File: src/rtl/npu_mem_loader_pkg.sv
// npu_loader_pkg: loader state encoding, default widths and region-size helpers.
package npu_loader_pkg;

   localparam int ADDR_W_DEFAULT = 16;
   localparam int DATA_W_DEFAULT = 32;
   localparam int COUNT_W        = 32;

   typedef enum logic [2:0] {
      ST_IDLE,
      ST_CALC,
      ST_LOAD_IN,
      ST_LOAD_W,
      ST_KICK,
      ST_WAIT_DONE,
      ST_ERR
   } loader_state_e;

   // 32-bit products hold the largest encodable layer (7*7*4095*255) exactly,
   // so the range check sees the true count rather than a wrapped one.
   function automatic logic [COUNT_W-1:0] words_in(input logic [13:0] ic,
                                                   input logic [5:0]  h,
                                                   input logic [5:0]  w);
      return COUNT_W'(h) * COUNT_W'(w) * COUNT_W'(ic >> 2);
   endfunction

   function automatic logic [COUNT_W-1:0] words_w(input logic [2:0]  k,
                                                  input logic [13:0] ic,
                                                  input logic [7:0]  oc);
      return COUNT_W'(k) * COUNT_W'(k) * COUNT_W'(ic >> 2) * COUNT_W'(oc);
   endfunction

endpackage

File: src/rtl/npu_mem_loader_if.sv
// npu_mem_loader_if: host word stream (valid/ready/data/last) into the loader.
interface npu_mem_loader_if
   import npu_loader_pkg::*;
#(
   parameter int DATA_W = DATA_W_DEFAULT
);

   logic              s_valid;
   logic              s_ready;
   logic [DATA_W-1:0] s_data;
   logic              s_last;

   modport master (output s_valid, s_data, s_last, input s_ready);
   modport slave  (input s_valid, s_data, s_last, output s_ready);

endinterface

File: src/rtl/npu_mem_loader_addr_gen.sv
// loader_addr_gen: word-index counter, terminal-count compare and registered SRAM A-ports.
module loader_addr_gen
   import npu_loader_pkg::*;
#(
   parameter int ADDR_W = ADDR_W_DEFAULT,
   parameter int DATA_W = DATA_W_DEFAULT
) (
   input  logic              clk,
   input  logic              resetn,
   input  logic              clr,
   input  logic              adv,
   input  logic              sel,
   input  logic [ADDR_W-1:0] last_idx,
   input  logic [DATA_W-1:0] din,
   output logic              tc,
   output logic              input_ena,
   output logic              input_wea,
   output logic [ADDR_W-1:0] input_addra,
   output logic [DATA_W-1:0] input_dina,
   output logic              weight_ena,
   output logic              weight_wea,
   output logic [ADDR_W-1:0] weight_addra,
   output logic [DATA_W-1:0] weight_dina
);

   logic [ADDR_W-1:0] idx;

   assign tc = (idx == last_idx);

   // NOTE: all state here uses <= so every register samples pre-edge values.
   always_ff @(posedge clk) begin
      if (!resetn) begin
         idx          <= '0;
         input_ena    <= 1'b0;
         input_wea    <= 1'b0;
         input_addra  <= '0;
         input_dina   <= '0;
         weight_ena   <= 1'b0;
         weight_wea   <= 1'b0;
         weight_addra <= '0;
         weight_dina  <= '0;
      end else begin
         input_ena  <= adv & ~sel;
         input_wea  <= adv & ~sel;
         weight_ena <= adv & sel;
         weight_wea <= adv & sel;
         if (adv && !sel) begin
            input_addra <= idx;
            input_dina  <= din;
         end
         if (adv && sel) begin
            weight_addra <= idx;
            weight_dina  <= din;
         end
         // Wrapping at terminal count is what clears the index on the region switch.
         if (clr)
            idx <= '0;
         else if (adv)
            idx <= tc ? '0 : idx + 1'b1;
      end
   end

endmodule

File: src/rtl/npu_mem_loader.sv
// npu_mem_loader: fills input then weight SRAM from a host stream, kicks the conv core.
// Optional running checksum of accepted words under LOADER_CHECKSUM_EN.
module npu_mem_loader
   import npu_loader_pkg::*;
#(
   parameter int ADDR_W = ADDR_W_DEFAULT,
   parameter int DATA_W = DATA_W_DEFAULT
) (
   input  logic              clk,
   input  logic              resetn,
   input  logic              load_start,
   input  logic [2:0]        K,
   input  logic [13:0]       IC,
   input  logic [5:0]        IMG_H,
   input  logic [5:0]        IMG_W,
   input  logic [7:0]        OC,
   npu_mem_loader_if.slave   s,
   output logic              input_ena,
   output logic              input_wea,
   output logic [ADDR_W-1:0] input_addra,
   output logic [DATA_W-1:0] input_dina,
   output logic              weight_ena,
   output logic              weight_wea,
   output logic [ADDR_W-1:0] weight_addra,
   output logic [DATA_W-1:0] weight_dina,
   output logic              npu_start,
   input  logic              npu_done,
   output logic              load_done,
   output logic              busy,
   output logic              err
`ifdef LOADER_CHECKSUM_EN
   ,
   output logic [31:0]       checksum
`endif
);

   localparam logic [COUNT_W:0] MAX_WORDS = {{COUNT_W{1'b0}}, 1'b1} << ADDR_W;

   loader_state_e      state;
   logic [2:0]         k_q;
   logic [13:0]        ic_q;
   logic [5:0]         h_q;
   logic [5:0]         w_q;
   logic [7:0]         oc_q;
   logic               done_q;
   logic [COUNT_W-1:0] n_in;
   logic [COUNT_W-1:0] n_w;
   logic               cfg_bad;
   logic               hs;
   logic               tc;
   logic               sel_w;
   logic [ADDR_W-1:0]  last_idx;

   assign n_in    = words_in(ic_q, h_q, w_q);
   assign n_w     = words_w(k_q, ic_q, oc_q);
   assign cfg_bad = (n_in == '0) || (n_w == '0) ||
                    ({1'b0, n_in} > MAX_WORDS) || ({1'b0, n_w} > MAX_WORDS) ||
                    (ic_q[1:0] != 2'b00);

   assign hs       = s.s_valid & s.s_ready;
   assign sel_w    = (state == ST_LOAD_W);
   assign last_idx = sel_w ? ADDR_W'(n_w - 1'b1) : ADDR_W'(n_in - 1'b1);

   loader_addr_gen #(
      .ADDR_W (ADDR_W),
      .DATA_W (DATA_W)
   ) u_addr_gen (
      .clk          (clk),
      .resetn       (resetn),
      .clr          (state == ST_CALC),
      .adv          (hs),
      .sel          (sel_w),
      .last_idx     (last_idx),
      .din          (s.s_data),
      .tc           (tc),
      .input_ena    (input_ena),
      .input_wea    (input_wea),
      .input_addra  (input_addra),
      .input_dina   (input_dina),
      .weight_ena   (weight_ena),
      .weight_wea   (weight_wea),
      .weight_addra (weight_addra),
      .weight_dina  (weight_dina)
   );

   // Outputs are registered, so each is set on the transition into the state it belongs to.
   always_ff @(posedge clk) begin
      if (!resetn) begin
         state     <= ST_IDLE;
         s.s_ready <= 1'b0;
         npu_start <= 1'b0;
         load_done <= 1'b0;
         busy      <= 1'b0;
         err       <= 1'b0;
         done_q    <= 1'b0;
         k_q       <= '0;
         ic_q      <= '0;
         h_q       <= '0;
         w_q       <= '0;
         oc_q      <= '0;
      end else begin
         npu_start <= 1'b0;
         load_done <= 1'b0;
         done_q    <= npu_done;
         case (state)
            ST_IDLE: begin
               if (load_start) begin
                  k_q   <= K;
                  ic_q  <= IC;
                  h_q   <= IMG_H;
                  w_q   <= IMG_W;
                  oc_q  <= OC;
                  err   <= 1'b0;
                  busy  <= 1'b1;
                  state <= ST_CALC;
               end
            end
            ST_CALC: begin
               if (cfg_bad) begin
                  err   <= 1'b1;
                  state <= ST_ERR;
               end else begin
                  s.s_ready <= 1'b1;
                  state     <= ST_LOAD_IN;
               end
            end
            ST_LOAD_IN: begin
               if (hs) begin
                  if (s.s_last) begin
                     s.s_ready <= 1'b0;
                     err       <= 1'b1;
                     state     <= ST_ERR;
                  end else if (tc) begin
                     state <= ST_LOAD_W;
                  end
               end
            end
            ST_LOAD_W: begin
               // s_last must coincide exactly with the final weight word.
               if (hs && (s.s_last || tc)) begin
                  s.s_ready <= 1'b0;
                  if (s.s_last && tc) begin
                     state <= ST_KICK;
                  end else begin
                     err   <= 1'b1;
                     state <= ST_ERR;
                  end
               end
            end
            ST_KICK: begin
               npu_start <= 1'b1;
               state     <= ST_WAIT_DONE;
            end
            ST_WAIT_DONE: begin
               if (npu_done && !done_q) begin
                  load_done <= 1'b1;
                  busy      <= 1'b0;
                  state     <= ST_IDLE;
               end
            end
            ST_ERR: begin
               busy  <= 1'b0;
               state <= ST_IDLE;
            end
            default: begin
               s.s_ready <= 1'b0;
               busy      <= 1'b0;
               state     <= ST_IDLE;
            end
         endcase
      end
   end

`ifdef LOADER_CHECKSUM_EN
   always_ff @(posedge clk) begin
      if (!resetn)
         checksum <= '0;
      else if (state == ST_IDLE && load_start)
         checksum <= '0;
      else if (hs)
         checksum <= checksum + 32'(s.s_data);
   end
`endif

endmodule

File: src/flat_wrapper.sv
// flat-port wrapper written by rule: the top's interface ports become plain ports
module npu_mem_loader_flat import npu_loader_pkg::*;
#(
   parameter int ADDR_W = ADDR_W_DEFAULT,
   parameter int DATA_W = DATA_W_DEFAULT
)
  (clk, resetn, load_start, K, IC, IMG_H, IMG_W, OC, input_ena, input_wea, input_addra, input_dina, weight_ena, weight_wea, weight_addra, weight_dina, npu_start, npu_done, load_done, busy, err, s_s_valid, s_s_data, s_s_last, s_s_ready);
  npu_mem_loader_if #(.DATA_W(DATA_W)) s_i ();
  input  logic clk;
  input  logic resetn;
  input  logic load_start;
  input  logic [2:0] K;
  input  logic [13:0] IC;
  input  logic [5:0] IMG_H;
  input  logic [5:0] IMG_W;
  input  logic [7:0] OC;
  output logic input_ena;
  output logic input_wea;
  output logic [ADDR_W-1:0] input_addra;
  output logic [DATA_W-1:0] input_dina;
  output logic weight_ena;
  output logic weight_wea;
  output logic [ADDR_W-1:0] weight_addra;
  output logic [DATA_W-1:0] weight_dina;
  output logic npu_start;
  input  logic npu_done;
  output logic load_done;
  output logic busy;
  output logic err;
  input wire logic [$bits(s_i.s_valid)-1:0] s_s_valid;
  input wire logic [$bits(s_i.s_data)-1:0] s_s_data;
  input wire logic [$bits(s_i.s_last)-1:0] s_s_last;
  output wire logic [$bits(s_i.s_ready)-1:0] s_s_ready;
  assign s_i.s_valid = s_s_valid;
  assign s_i.s_data = s_s_data;
  assign s_i.s_last = s_s_last;
  assign s_s_ready = s_i.s_ready;
  npu_mem_loader #(.ADDR_W(ADDR_W), .DATA_W(DATA_W)) u_core (.clk(clk), .resetn(resetn), .load_start(load_start), .K(K), .IC(IC), .IMG_H(IMG_H), .IMG_W(IMG_W), .OC(OC), .s(s_i), .input_ena(input_ena), .input_wea(input_wea), .input_addra(input_addra), .input_dina(input_dina), .weight_ena(weight_ena), .weight_wea(weight_wea), .weight_addra(weight_addra), .weight_dina(weight_dina), .npu_start(npu_start), .npu_done(npu_done), .load_done(load_done), .busy(busy), .err(err));
endmodule
File: config.mk
export PLATFORM = sky130hd
export DESIGN_NAME = npu_mem_loader_flat
export DESIGN_NICKNAME = d
export VERILOG_FILES = /design/src/rtl/npu_mem_loader_pkg.sv /design/src/rtl/npu_mem_loader_if.sv /design/src/rtl/npu_mem_loader_addr_gen.sv /design/src/rtl/npu_mem_loader.sv /design/src/flat_wrapper.sv
export SDC_FILE = /design/constraint.sdc
export NUM_CORES = 1
export LEC_CHECK = 0
export BUFFER_PORTS_ARGS = -buffer_cell sky130_fd_sc_hd__buf_2
export CORE_MARGIN = 4
export CORE_UTILIZATION = 60
export DETAILED_ROUTE_END_ITERATION = 10
export PLACE_DENSITY = 0.82
export SLEW_MARGIN = 30
export SYNTH_ARGS = -nofsm -noshare
export SYNTH_HDL_FRONTEND = slang
export SYNTH_SLANG_ARGS = --single-unit
File: constraint.sdc
create_clock -name clk -period 22.2 [get_ports clk]
set_input_delay 3.33 -clock clk [delete_from_list [all_inputs] [get_ports clk]]
set_output_delay 3.33 -clock clk [all_outputs]
set_load 0.02 [all_outputs]
==> summary.txt, run 1 <==
Outcome
  – Status: finished, final reports clean

Timing
  – Post-layout minimum cycle time: around 12 ns
  – Crit share post-route: 0.523
  – Setup-failing EPs final: 0
  – Final hold vios: 0
  – Final setup TNS: 0 ns
  – Clk_skew: 0.0152 ns
  – F_max: 0.0861 GHz
  – Worst-margin pin slew: 0.966 ns
  – RSZ-0062 raised after global routing: false
  – Fin. max-slew vios: 0
  – Slew HR: 0.356
  – Worst Hold Slack: 0.451 ns

Synth
  – Area leader, netlist: fa_1
  – Largest family of logic cells by synthesized area: adder cells
  – Mapped Cells: 2375
  – Post-synth EDFFs: 0
  – Mapped Area: 19400 µm²
  – Prevailing post-synth register cell: dfxtp_1
  – Synth unique cells: 84
  – Yosys top cell area share: 0.250
  – XOR/XNOR Fraction of Synth Area: 0.0374
  – Synth top cells by count: 432 x nand2_1, 293 x inv_1, 243 x fa_1, 217 x and2_1, 174 x a21oi_1
  – Mux cell area share after synthesis: 0.0105
  – Yosys synthesis warning count: 0
  – Ys async rst share: 0
  – Syn_area_per_cell: 8.19 µm²
  – Seq/Total Area, Yosys: 0.165
  – Number of synthesized register bits: 160
  – Area contributors post-synth: fa_1 25%, dfxtp_1 16%, ha_1 11%
  – Post-synthesis adder-cell area fraction: 0.356
  – Compound-Gate Fraction of Synth Area: 0.113
  – Post-synthesis simple-gate area fraction: 0.237
  – Post-Syn Nets: 2857
  – Most common cell in the synthesized netlist: nand2_1

Critical path
  – Max stage delay cell, worst path: a2111oi_0
  – FF-to-FF End: u_core.err$_SDFFE_PN0P_
  – R2R Setup Slk: 10.58 ns
  – CP endpoint: u_core.err$_SDFFE_PN0P_
  – Max stage delay on crit path: 0.67 ns
  – Reg2reg start: u_core.k_q[0]$_SDFFE_PN0P_
  – Top Family by Delay on Critical Path: adder cells
  – Worst setup EP type: flop
  – Critical Path AT: 11.96 ns
  – CP Buf/Inv Count: 2
  – R2r worst-path depth: 37
  – Startpoint types: flop
  – Critical Path RT: about 23 ns
  – WP depth: 37
  – Setup crit start: u_core.k_q[0]$_SDFFE_PN0P_
  – CP max FO: 31
  – CP Class: reg2reg
  – Most frequent CP cell: fa_1

Floorplan
  – Width of the chip: about 190 µm
  – Initial Util: 0.612
  – Core area: 31800 µm²
  – Placement row count: 65
  – Die Ht: approximately 190 µm
  – Io pins: 180
  – Die area: 35400 µm²

Hold path
  – Hold Path Class: reg2reg

Layout
  – Fill cells: 2560
  – Multi-input logic area: around 15000 µm²
  – Antenna cells: 0
  – Layout cells sized above 1: 0.103
  – Reg area: approximately 3200 µm²
  – Fin nets: around 3k
  – Area delta synth->final: 8.89%

Power
  – Leakage power: 9.86 nW
  – Sw Share: 0.418
  – Total power: 1.07 mW
  – Max VDD drop: approximately 0.00007 V
  – Clock Power Share: 0.279
  – Total power divided by cell area: 50.6 nW/µm²
  – Pint: slightly above 0.6 mW
  – Comb pwr share: 0.380
  – Sequential share of power: 0.341
  – Net Switching: 0.448 mW

Detailed routing
  – Routed WL per cell: 17.5 µm
  – Drt drc: 0
  – Routed Antenna Nets: 0
  – Drt pass-1 iters: 7
  – Drt via density: around 5.7
  – DR iter-0 viols: 1201
  – Via count: approximately 17k
  – Final WL: 50.7 mm

Clock tree
  – Number of buffers created by CTS: 17
  – Root Driver: clkbuf_16
  – Clock Sinks: 160
  – Post-CTS Resized: 0
  – Max Buffers Root-to-Sink: 2
  – Clock transition at path regs: roughly 0.070 ns
  – Clk_lat worst skew: 0.45 ns
  – CTS tree: built
  – Post-CTS setup buffer count: 0
  – Htree depth: 4
  – Hold buffer count at CTS: 0

Job
  – Max-cap violations: 0

GRT
  – Initial antenna violation count: 0
  – Global-route wire length before repair: about 85 mm
  – Global-route usage over all layers: 0.291
  – Total grt overflow: 0
  – Largest net degree at the start of global routing: 95
  – Number of global-route vias before repair: approximately 18k

Placement
  – Final RePlAce weighted congestion: 0.917
  – Post-DP HPWL: 38.6 mm
  – # port buffers: approximately 180
flip-flops by register name (all words and copies together), names as in the netlist, 3 cells and up:
signal	count
u_core.ic_q	14
u_core.u_addr_gen.weight_addra	16
u_core.oc_q	8
u_core.h_q	6
u_core.u_addr_gen.input_dina	32
u_core.state	3
u_core.u_addr_gen.input_addra	16
u_core.w_q	6
u_core.k_q	3
u_core.u_addr_gen.weight_dina	32
u_core.u_addr_gen.idx	16
stage by stage:
| stage | setup slack (ns) | utilization | std cells | area, µm² |
|---|---|---|---|---|
| floorplan | 12.14 | - | 2375 | 19400 |
| global placement | 10.95 | 0.645 | 2871 | 20500 |
| detailed placement | 10.69 | 0.647 | 2873 | 20600 |
| CTS | 10.61 | 0.665 | 2905 | 21200 |
| global route | 9.75 | 0.666 | 2905 | 21200 |
| finish | 10.58 | 0.666 | 2905 | 21200 |
area by class of cell:
class | instances | share of cell area
flip-flops and latches | 160 | 0.151
multi-input cells | 1793 | 0.695
inverters | 293 | 0.0521
repair buffers | 192 | 0.0488
well taps | 435 | 0.0257
clock buffers | 19 | 0.0204
clock inverters | 13 | 0.00685
placed cells by master (no fill, tap or decap), types with 5 or more instances in the layout:
cell	netlist	routed
a2111oi_0	5	5
a211oi_1	15	15
a21boi_0	5	5
a21o_1	22	22
a21oi_1	174	174
a31oi_1	15	15
and2_1	217	217
and3_1	44	43
buf_2	2	179
buf_4	3	11
clkbuf_16	0	17
dfxtp_1	160	159
fa_1	243	243
ha_1	164	164
inv_1	293	292
mux2i_1	17	17
nand2_1	432	432
nand2b_1	18	18
nand3_1	27	26
nand3b_1	6	6
nand4_1	14	14
nor2_1	78	76
nor2b_1	27	27
nor3_1	25	25
nor3b_1	11	11
nor4_1	5	5
o2111ai_1	5	5
o211ai_1	9	9
o21ai_0	38	38
o21ai_1	9	9
o21bai_1	7	7
or2_2	5	5
or3_1	7	7
xnor2_1	43	39
xor2_1	33	32
worst reg2reg max path, delay by kind of cell, from the launching register on:
kind	cells	cell delay, ns
AO/OA/AOI/OAI	14	2.85
flip-flops	1	0.63
buffers and inverters	2	0.10
XOR/XNOR	2	1.15
adder cells (fa/ha/maj)	10	4.48
AND/OR/NAND/NOR	9	2.29
per-layer routing:
layer | up-vias | global-route usage | routed length (µm) | share of wire
li1 | 7783 | - | - | -
met1 | 8102 | 0.363 | 20900 | 0.41
met2 | 631 | 0.495 | 24500 | 0.48
met3 | 96 | 0.0767 | 4200 | 0.083
met4 | 0 | 0.0903 | 1180 | 0.023
met5 | - | 0 | 0 | 0
cell families (layout without fill, tap and decap cells):
kind of cell    Yosys count  count (layout)
compound gates          351             351
xor+xnor                 79              79
fa+ha+maj               407             407
buf+inv                 422             517
flops                   160             160
mux                      20              20
simple gates            936             936
how the worst min path moves through the flow:
stage                                                              start                                             end  slack [ns]  cells after the start
after floorplan                              u_core.ic_q[1]$_SDFFE_PN0P_                     u_core.ic_q[1]$_SDFFE_PN0P_        0.43                      2
after global placement    u_core.u_addr_gen.weight_dina[11]$_SDFFE_PN0P_  u_core.u_addr_gen.weight_dina[11]$_SDFFE_PN0P_        0.44                      2
after detailed placement                     u_core.ic_q[1]$_SDFFE_PN0P_                     u_core.ic_q[1]$_SDFFE_PN0P_        0.44                      2
after CTS                 u_core.u_addr_gen.weight_dina[11]$_SDFFE_PN0P_  u_core.u_addr_gen.weight_dina[11]$_SDFFE_PN0P_        0.45                      2
after global routing      u_core.u_addr_gen.weight_dina[11]$_SDFFE_PN0P_  u_core.u_addr_gen.weight_dina[11]$_SDFFE_PN0P_        0.47                      2
final                                        u_core.ic_q[1]$_SDFFE_PN0P_                     u_core.ic_q[1]$_SDFFE_PN0P_        0.45                      2
power by group through the flow:
| stage | Combinational, mW | Clock [mW] | Sequential [mW] |
|---|---|---|---|
| after floorplan | 0.312 | 0 | 0.335 |
| after global placement | 0.386 | 0 | 0.367 |
| after detailed placement | 0.400 | 0 | 0.369 |
| after CTS | 0.404 | 0.304 | 0.362 |
| after global routing | 0.450 | 0.316 | 0.368 |
| final | 0.407 | 0.299 | 0.365 |
Power figures use the tool's default switching activity.
==> run 2: changes to the inputs <==
--- a/config.mk
+++ b/config.mk
@@ -5,11 +5,12 @@
 export SDC_FILE = /design/constraint.sdc
 export NUM_CORES = 1
 export LEC_CHECK = 0
+export ABC_AREA = 1
 export BUFFER_PORTS_ARGS = -buffer_cell sky130_fd_sc_hd__buf_2
 export CORE_MARGIN = 4
-export CORE_UTILIZATION = 60
+export CORE_UTILIZATION = 56
 export DETAILED_ROUTE_END_ITERATION = 10
-export PLACE_DENSITY = 0.82
+export PLACE_DENSITY = 0.81
 export SLEW_MARGIN = 30
 export SYNTH_ARGS = -nofsm -noshare
 export SYNTH_HDL_FRONTEND = slang
==> constraint.sdc (replaced) <==
create_clock -name clk -period 9.5 [get_ports clk]
set_input_delay 1.425 -clock clk [delete_from_list [all_inputs] [get_ports clk]]
set_output_delay 1.425 -clock clk [all_outputs]
set_load 0.02 [all_outputs]
==> run 2 against run 1 <==
  * Wire length grew 8.1%
  * Total power grew to 3.5 times the previous value
  * Die area grew 8.7%
  * Synthesized cell count grew 21%
  * Global-route usage shrank 0.35 points
  * Design area grew 3.2%
  * Clock skew grew 0.0078 ns
  * Sequential cell count is the same
  * Utilization shrank 3.6 points
==> summary.txt, run 2 <==
Timing
  – Fin. max-slew vios: 0 (unchanged)
  – F_max: 0.112 GHz (was 0.0861 GHz)
  – Clk_skew: 0.0230 ns (was 0.0152 ns)
  – Crit share post-route: 0.937 (was 0.523)
  – Worst Hold Slack: 0.413 ns (was 0.451 ns)
  – Slew HR: 0.460 (was 0.356)
  – Worst-margin pin slew: 0.810 ns (was 0.966 ns)
  – Post-layout minimum cycle time: 8.90 ns (was 11.62 ns)
  – Setup-failing EPs final: 0 (unchanged)
  – Final hold vios: 0 (unchanged)

Critical path
  – Max stage delay cell, worst path: fa_1 (was a2111oi_0)
  – Max stage delay on crit path: 0.57 ns (was 0.67 ns)
  – R2R Setup Slk: 0.60 ns (was 10.58 ns)
  – R2r worst-path depth: 41 (was 37)
  – Setup crit start: u_core.w_q[0]$_SDFFE_PN0P_ (was u_core.k_q[0]$_SDFFE_PN0P_)
  – FF-to-FF End: u_core.state[1]$_SDFFE_PN0P_ (was u_core.err$_SDFFE_PN0P_)
  – Worst setup EP type: flop (unchanged)
  – Critical Path AT: 9.21 ns (was 11.96 ns)
  – Most frequent CP cell: nand2_1 (was fa_1)
  – Startpoint types: flop (unchanged)
  – CP Class: reg2reg (unchanged)
  – CP endpoint: u_core.state[1]$_SDFFE_PN0P_ (was u_core.err$_SDFFE_PN0P_)
  – Critical Path RT: 9.81 ns (was 22.54 ns)
  – CP max FO: 9 (was 31)
  – Reg2reg start: u_core.w_q[0]$_SDFFE_PN0P_ (was u_core.k_q[0]$_SDFFE_PN0P_)

Layout
  – Layout cells sized above 1: 0.107 (was 0.103)
  – Area delta synth->final: 10.4% (was 8.89%)
  – Most frequent cells in the layout: 674 x nand2_1, 578 x inv_1, 383 x nor2_1, 243 x fa_1, 178 x buf_2 (was 432 x nand2_1, 292 x inv_1, 243 x fa_1, 217 x and2_1, 179 x buf_2)
  – Biggest registers after layout: u_core.u_addr_gen.input_dina (32), u_core.u_addr_gen.weight_dina (32) (unchanged)
  – Most common cell after layout, fill and taps aside: nand2_1 (unchanged)
  – Antenna cells: 0 (unchanged)
  – Fin nets: 3486 (was 2939)

Synth
  – XOR/XNOR Fraction of Synth Area: 0.0115 (was 0.0374)
  – Post-Syn Nets: 3353 (was 2857)
  – Yosys synthesis warning count: 0 (unchanged)
  – Compound-Gate Fraction of Synth Area: 0.0755 (was 0.113)
  – Largest family of logic cells by synthesized area: adder cells (unchanged)
  – Area leader, netlist: fa_1 (unchanged)
  – Post-synthesis adder-cell area fraction: 0.349 (was 0.356)
  – Mux cell area share after synthesis: 0 (was 0.0105)
  – Mapped Area: 19800 µm² (was 19400 µm²)
  – Most common cell in the synthesized netlist: nand2_1 (unchanged)
  – Ys async rst share: 0 (unchanged)
  – Yosys top cell area share: 0.246 (was 0.250)
  – Number of synthesized register bits: 160 (unchanged)
  – Synth top cells by count: 680 x nand2_1, 585 x inv_1, 387 x nor2_1, 243 x fa_1, 164 x ha_1 (was 432 x nand2_1, 293 x inv_1, 243 x fa_1, 217 x and2_1, 174 x a21oi_1)
  – Syn_area_per_cell: 6.89 µm² (was 8.19 µm²)
  – Synth unique cells: 42 (was 84)
  – Seq/Total Area, Yosys: 0.162 (was 0.165)
  – Mapped Cells: 2871 (was 2375)
  – Post-synth EDFFs: 0 (unchanged)
  – Post-synthesis simple-gate area fraction: 0.269 (was 0.237)
  – Prevailing post-synth register cell: dfxtp_1 (unchanged)
  – Area contributors post-synth: fa_1 25%, dfxtp_1 16%, nand2_1 13% (was fa_1 25%, dfxtp_1 16%, ha_1 11%)

Placement
  – # port buffers: 179 (unchanged)
  – Final RePlAce weighted congestion: 0.958 (was 0.917)
  – Post-DP HPWL: 44.0 mm (was 38.6 mm)

Floorplan
  – Width of the chip: 196 µm (was 188 µm)
  – Io pins: 180 (unchanged)
  – Die Ht: 196 µm (was 188 µm)
  – Placement row count: 68 (was 65)
  – Initial Util: 0.570 (was 0.612)
  – Core area: 34700 µm² (was 31800 µm²)
  – Die area: 38400 µm² (was 35400 µm²)

GRT
  – Global-route wire length before repair: 90.9 mm (was 85.1 mm)
  – Number of global-route vias before repair: 18.9k (was 17.5k)
  – Initial antenna violation count: 0 (unchanged)
  – Total grt overflow: 0 (unchanged)
  – Global-route usage over all layers: 0.287 (was 0.291)
  – Largest net degree at the start of global routing: 95 (unchanged)

Clock tree
  – Clock Sinks: 160 (unchanged)
  – Max Buffers Root-to-Sink: 2 (unchanged)
  – Clock transition at path regs: 0.08 ns (was 0.07 ns)
  – Htree depth: 4 (unchanged)
  – Hold buffer count at CTS: 0 (unchanged)
  – Clk_lat worst skew: 0.45 ns (about the same)
  – Root Driver: clkbuf_16 (unchanged)
  – Number of buffers created by CTS: 17 (unchanged)
  – CTS tree: built (unchanged)

Detailed routing
  – Via count: 18.6k (was 16.6k)
  – Drt drc: 0 (unchanged)
  – Drt via density: 5.35 (was 5.72)
  – Routed Antenna Nets: 0 (unchanged)
  – Drt pass-1 iters: 5 (was 7)
  – Routed WL per cell: 15.8 µm (was 17.5 µm)
  – DR iter-0 viols: 1306 (was 1201)
  – Final WL: 54.8 mm (was 50.7 mm)

Hold path
  – Hold Path Class: reg2reg (unchanged)

Job
  – Max-cap violations: 0 (unchanged)

Power
  – Leakage power: 11.9 nW (was 9.86 nW)
  – Max VDD drop: 0.000169 V (was 0.0000680 V)
  – Total power: 3.76 mW (was 1.07 mW)
  – Total power divided by cell area: 172 nW/µm² (was 50.6 nW/µm²)

Outcome
  – Status: finished, final reports clean (unchanged)
-- run 2: what timing repair did --
| item | CTS | global route |
|---|---|---|
| setup endpoints to repair | 0 | 21 |
| resized for setup | 0 | 45 |
| setup buffers | 0 | 4 |
| endpoints found under the hold margin | 0 | 0 |
-- run 2: worst min path at each step --
| stage | from | end | slack (ns) | cells after the start |
|---|---|---|---|---|
| finish | u_core.done_q$_SDFF_PN0_ | u_core.load_done$_SDFF_PN0_ | 0.41 | 1 |
| CTS | u_core.done_q$_SDFF_PN0_ | u_core.load_done$_SDFF_PN0_ | 0.42 | 1 |
| global placement | u_core.done_q$_SDFF_PN0_ | u_core.load_done$_SDFF_PN0_ | 0.40 | 1 |
| floorplan | u_core.done_q$_SDFF_PN0_ | u_core.load_done$_SDFF_PN0_ | 0.39 | 1 |
| detailed placement | u_core.done_q$_SDFF_PN0_ | u_core.load_done$_SDFF_PN0_ | 0.41 | 1 |
| global route | u_core.done_q$_SDFF_PN0_ | u_core.load_done$_SDFF_PN0_ | 0.45 | 1 |
-- run 2: area by class of cell --
| cell class | instances | area, µm² |
|---|---|---|
| Inverter | 596 | 2240 |
| Clock inverter | 15 | 204 |
| Tap cell | 455 | 569 |
| Clock buffer | 17 | 425 |
| Fill cell | 3168 | 12900 |
| Sequential cell | 160 | 3220 |
| Multi-Input combinational cell | 2021 | 14100 |
| Timing Repair Buffer | 208 | 1120 |
-- run 2: stage by stage --
stage	util	std cells	cell area, µm²	setup slack, ns	setup TNS, ns
finish	0.630	3472	21900	0.596	0
global route	0.630	3472	21900	-0.0130	-0.0234
CTS	0.625	3468	21700	0.0402	0
detailed placement	0.607	3436	21100	0.0888	0
global placement	0.607	3436	21100	0.410	0
floorplan	-	2871	19800	0.658	0
-- run 2: where the power goes --
part	leakage, nW	switching, mW	internal, mW
logic	10.3	1.40	0.676
registers	1.31	0.181	0.765
clock network	0.302	0.377	0.365
-- run 2: worst max-delay path, delay by kind of cell (launching register included) --
kind / cells / cell delay (ns)
compound gates: 4 / 0.68
simple gates: 21 / 2.65
flops: 1 / 0.38
fa+ha+maj: 10 / 4.72
buf+inv: 6 / 0.33
-- run 2: per-layer routing --
| metal | global-route usage | wire [µm] |
|---|---|---|
| met1 | 0.366 | 22200 |
| met2 | 0.492 | 26200 |
| met3 | 0.0592 | 4520 |
| met4 | 0.0926 | 1880 |
| met5 | 0 | 0 |
-- run 2: cells by family after synthesis --
| family | after synthesis |
|---|---|
| buffers and inverters | 690 |
| adders and majority gates | 407 |
| DFF | 160 |
| xor gates and xnor gates | 26 |
| and+or+nand+nor | 1301 |
| AOI/OAI and AO/OA | 287 |
